==> src/rtl/inv_sub_bytes_iter.sv <==
// Iterative AES InvSubBytes: LANES inverse S-boxes reused over N=16/LANES cycles.
// Ports: clk, rst_n (async low), in_valid/in_ready/in_data, out_valid/out_ready/out_data, busy.
module inv_sub_bytes_iter #(
   parameter int LANES = 4
) (
   input  logic         clk,
   input  logic         rst_n,
   input  logic         in_valid,
   output logic         in_ready,
   input  logic [127:0] in_data,
   output logic         out_valid,
   input  logic         out_ready,
   output logic [127:0] out_data,
   output logic         busy
);

   localparam int N  = 16 / LANES;
   localparam int CW = (N > 1) ? $clog2(N) : 1;
   localparam int CB = LANES * 8;

   typedef enum logic [1:0] {IDLE, RUN, DONE} state_t;

   state_t        state;
   logic [CW-1:0] cnt;
   logic [127:0]  src;
   logic [127:0]  res;
   logic [CB-1:0] chunk_in;
   logic [CB-1:0] chunk_out;

   function automatic logic [7:0] gf_mul(
      input logic [7:0] a,
      input logic [7:0] b
   );
      logic [7:0] p;
      logic [7:0] x;
      p = '0;
      x = a;
      for (int i = 0; i < 8; i++) begin
         if (b[i]) p = p ^ x;
         x = {x[6:0], 1'b0} ^ ({8{x[7]}} & 8'h1b);
      end
      return p;
   endfunction

   // a^254 == a^-1 in GF(2^8); maps 0 to 0 as AES requires
   function automatic logic [7:0] gf_inv(input logic [7:0] a);
      logic [7:0] s;
      logic [7:0] r;
      s = a;
      r = 8'h01;
      for (int i = 1; i < 8; i++) begin
         s = gf_mul(s, s);
         r = gf_mul(r, s);
      end
      return r;
   endfunction

   // inverse affine transform, then field inversion
   function automatic logic [7:0] inv_sbox(input logic [7:0] s);
      logic [7:0] t;
      t = {s[6:0], s[7]} ^ {s[4:0], s[7:5]} ^ {s[1:0], s[7:2]} ^ 8'h05;
      return gf_inv(t);
   endfunction

   always_comb begin
      chunk_in  = src[int'(cnt)*CB +: CB];
      chunk_out = '0;
      for (int l = 0; l < LANES; l++) begin
         chunk_out[l*8 +: 8] = inv_sbox(chunk_in[l*8 +: 8]);
      end
   end

   always_ff @(posedge clk or negedge rst_n) begin
      if (!rst_n) begin
         state     <= IDLE;
         cnt       <= '0;
         src       <= '0;
         res       <= '0;
         in_ready  <= 1'b1;
         out_valid <= 1'b0;
         busy      <= 1'b0;
      end else begin
         unique case (state)
            IDLE: begin
               if (in_valid) begin
                  src      <= in_data;
                  cnt      <= '0;
                  state    <= RUN;
                  in_ready <= 1'b0;
                  busy     <= 1'b1;
               end
            end
            RUN: begin
               res[int'(cnt)*CB +: CB] <= chunk_out;
               cnt <= cnt + CW'(1);
               if (cnt == CW'(N - 1)) begin
                  state     <= DONE;
                  out_valid <= 1'b1;
               end
            end
            DONE: begin
               if (out_ready) begin
                  state     <= IDLE;
                  out_valid <= 1'b0;
                  busy      <= 1'b0;
                  in_ready  <= 1'b1;
               end
            end
            default: begin
               state     <= IDLE;
               in_ready  <= 1'b1;
               out_valid <= 1'b0;
               busy      <= 1'b0;
            end
         endcase
      end
   end

   assign out_data = res;

endmodule

==> config.mk <==
export PLATFORM = sky130hd
export DESIGN_NAME = inv_sub_bytes_iter
export DESIGN_NICKNAME = d
export VERILOG_FILES = /design/src/rtl/inv_sub_bytes_iter.sv
export SDC_FILE = /design/constraint.sdc
export NUM_CORES = 2
export LEC_CHECK = 0
export CORE_MARGIN = 4
export CORE_UTILIZATION = 35
export CTS_BUF_LIST = sky130_fd_sc_hd__clkbuf_2 sky130_fd_sc_hd__clkbuf_4 sky130_fd_sc_hd__clkbuf_8
export DETAILED_ROUTE_END_ITERATION = 8
export HOLD_SLACK_MARGIN = 0.08
export PLACE_DENSITY = 0.51
export SLEW_MARGIN = 5
export SYNTH_ARGS = -nofsm -noshare
export SYNTH_HDL_FRONTEND = slang
export SYNTH_SLANG_ARGS = --single-unit
==> constraint.sdc <==
create_clock -name clk -period 23.3 [get_ports clk]
set_input_delay 3.495 -clock clk [delete_from_list [all_inputs] [get_ports clk]]
set_output_delay 3.495 -clock clk [all_outputs]
set_load 0.005 [all_outputs]
==> impl_results.md <==
* Worst Setup End Kind: register
* FFs w/ async S/R, synth at 100%
* Outcome: complete, no violations
* Hold Crit Class: register to register
* Cell mode on critical path: xnor2_1
* Slowest cell on the critical path: ha_1
* Max Clock Skew at 0.0417 ns
* Global-route wire length before repair at ~360 mm
* CP arrival at approximately 22 ns
* Hold-fix buffers at CTS at 0
* Syn Nets at 9045
* Largest area contributor in the synthesized netlist: xnor2_1
* I/O pin total at 263
* Count leader, synth: xnor2_1
* Final period util at roughly nine tenths
* Worst skew pair latency at approximately 0.67 ns
* Wirelength per Cell at 19.5 um
* Worst Setup Path Type: register to register
* Area Growth Syn to Fin at 8.39%
* Register area share after synthesis at 9.25%
* Initial antenna violation count at 5
* CTS tree: built
* Max stage delay on crit path at 0.91 ns
* DRC viols at 0
* Fillers at 20855
* Hpwl dp at between 150 and 200 mm
* Share of layout cells above drive strength 1 at 12.6%
* WL final at 225 mm
* Met2 usage at 34.8%
* Post_cts resized at 0
* Max Fclk at 47.2 MHz
* Largest net degree at the start of global routing at 106
* Die Y-Extent at 459 um
* Vias at between 60000 and 70000
* Vias/cell at 5.49
* I/O Buffers at 262
* Tot GR Track Use at 20.4%
* Core area at between 200000 and 250000 sq um
* CTS Buf Count at 45
* CP max FO at 41
* Synth top area share at 20.2%
* DRT Pass-1 Iters at 5
* Yosys cell types at 159
* Row count at 165
* # clock sinks at 263
* Top cells by count, synth: xnor2_1 (1640), nor2_1 (1183), nand2_1 (823)
* Rel. slew slack at 19.0%
* Yosys warning count at 0
* Gr ovfl total at 0
* Top cells by area in the synthesized netlist: xnor2_1 (20%), dfrtp_1 (9.2%), xnor3_1 (6.3%), nor2_1 (6.2%), xor2_1 (5.5%)
* Placed insts at between 10000 and 15000
* EDFF count, synth at 0
* Synthesis-stage register bit count at 263
* CP Launch Type: register
* Number of max-cap violations at 0
* TNS Setup at 0 ns
* Syn_area_per_cell at 8.01 sq um
* Mapped Cells at between 8000 and 9000
* GP Congestion at 0.875
* Setup violators final at 0
* Post-CTS setup buffers at 0
* Vias in the first global route at ~61000
* Met1 Track Usage GR at 28.5%
* Die Span X at approximately 460 um
* CTS Root Cell: clkbuf_8
* Synth Flop Type: dfrtp_1
* DRT iter0 DRCs at 5122
* Starting density of the core at 35.2%
* CTS Buffer Depth at 3
* RSZ-0062 raised after global routing: false
* Max-slew violations at 0
* CP Data Required Time at 23.82 ns
* H-tree levels at 2
* Layout Cells excl Fill at ~12000
* NumNets Final at 8989
* CTS clk-pin slew, worst paths at 0.06 ns
* Die footprint at about 210000 sq um
* Post-Synthesis Cell Area at 71100 sq um
* Global route hottest layer: met2
* Final Hold Vio Count at 0
* Final Util at 38.1%
* Antenna-violating nets left at 0
* Worst-Margin Slew at 1.21 ns
* GR Util met3 at roughly 1.3%
* Final Critical Period at 21.19 ns
==> per-stage QoR <==
stage	setup WS [ns]	hold WS (ns)	instance area [sq um]
floorplan	5.55	0.470	71100
finish	2.11	0.481	77100
CTS	2.17	0.484	77100
global route	0.413	0.496	77100
global placement	2.70	0.467	76100
detailed placement	2.31	0.470	76100
==> layout make-up <==
| cell class | instances | area (sq um) | area share (%) |
|---|---|---|---|
| Tap cell | 2672 | 3340 | 4.34 |
| Clock buffer | 69 | 875 | 1.13 |
| Antenna cell | 4 | 10.0 | 0.0130 |
| Inverter | 115 | 437 | 0.566 |
| Timing Repair Buffer | 512 | 4500 | 5.84 |
| Clock inverter | 12 | 114 | 0.148 |
| Sequential cell | 263 | 6590 | 8.54 |
| Multi-Input combinational cell | 7887 | 61200 | 79.4 |
==> sequential cells by signal (all words and copies together), names as in the netlist <==
name,count
out_data,128
cnt,2
out_valid,1
busy,1
state,2
in_ready,1
src,128
==> critical path: cells and delay by family (launching register included) <==
family / cells / cell delay [ns]
xor gates and xnor gates: 17 / 6.37
AOI/OAI and AO/OA: 20 / 5.34
and+or+nand+nor: 12 / 2.60
adders and majority gates: 4 / 2.20
muxes: 6 / 2.16
buffers and inverters: 6 / 1.75
DFF: 1 / 0.57
==> metal layers <==
layer	vias to the layer above	part of all wire, %
li1	30684	-
met1	30832	47
met2	1618	47
met3	193	4.3
met4	2	1.5
met5	-	0.0058
==> worst paths after layout <==
kind / startpoint / endpoint / slack (ns) / depth (start not counted)
worst min register to register: out_data[117] / out_data[117] / 0.48 / 2
worst min-delay path: out_data[117] / out_data[117] / 0.48 / 2
worst max-delay path: cnt[0] / out_data[36] / 2.11 / 65
max in group asynchronous: rst_n / out_data[80] / 17.52 / 4
min in group asynchronous: rst_n / src[87] / 2.87 / 1
worst max register to register: cnt[0] / out_data[36] / 2.11 / 65
==> layout by cell type (no fill, tap or decap), types with 50 or more instances in the layout <==
cell type | netlist | final
and3_1 | 50 | 50
xor2_2 | 42 | 55
a31oi_1 | 81 | 81
inv_1 | 86 | 86
a22oi_1 | 55 | 55
o22ai_1 | 105 | 105
nand2b_1 | 61 | 61
dfrtp_1 | 262 | 260
mux2_2 | 173 | 173
clkbuf_8 | 48 | 57
o211ai_1 | 72 | 72
xnor2_1 | 1640 | 1590
nor2_1 | 1183 | 1182
mux2i_1 | 220 | 219
xor2_1 | 447 | 433
xnor2_4 | 49 | 51
nor2b_1 | 65 | 64
xnor2_2 | 140 | 188
or3_1 | 61 | 61
nand2_1 | 823 | 823
o21ai_0 | 368 | 367
nand3_1 | 192 | 192
o21ai_1 | 91 | 92
xnor3_1 | 200 | 199
nor3_1 | 228 | 226
a211oi_1 | 73 | 73
a22o_1 | 69 | 69
clkdlybuf4s50_1 | 0 | 261
buf_4 | 39 | 250
a21oi_1 | 419 | 419
==> kinds of logic after synthesis <==
kind of cell	Yosys count	synth area share [%]
and+or+nand+nor	2973	18.9
xor gates and xnor gates	2612	41.4
AOI/OAI and AO/OA	1824	17.2
buffers and inverters	730	5.43
muxes	437	7.19
DFF	263	9.25
adders and majority gates	41	0.693
Power is left out: the tool's default activity adds up to more than one toggle a clock period on the data nets, which glitch-free logic cannot reach.
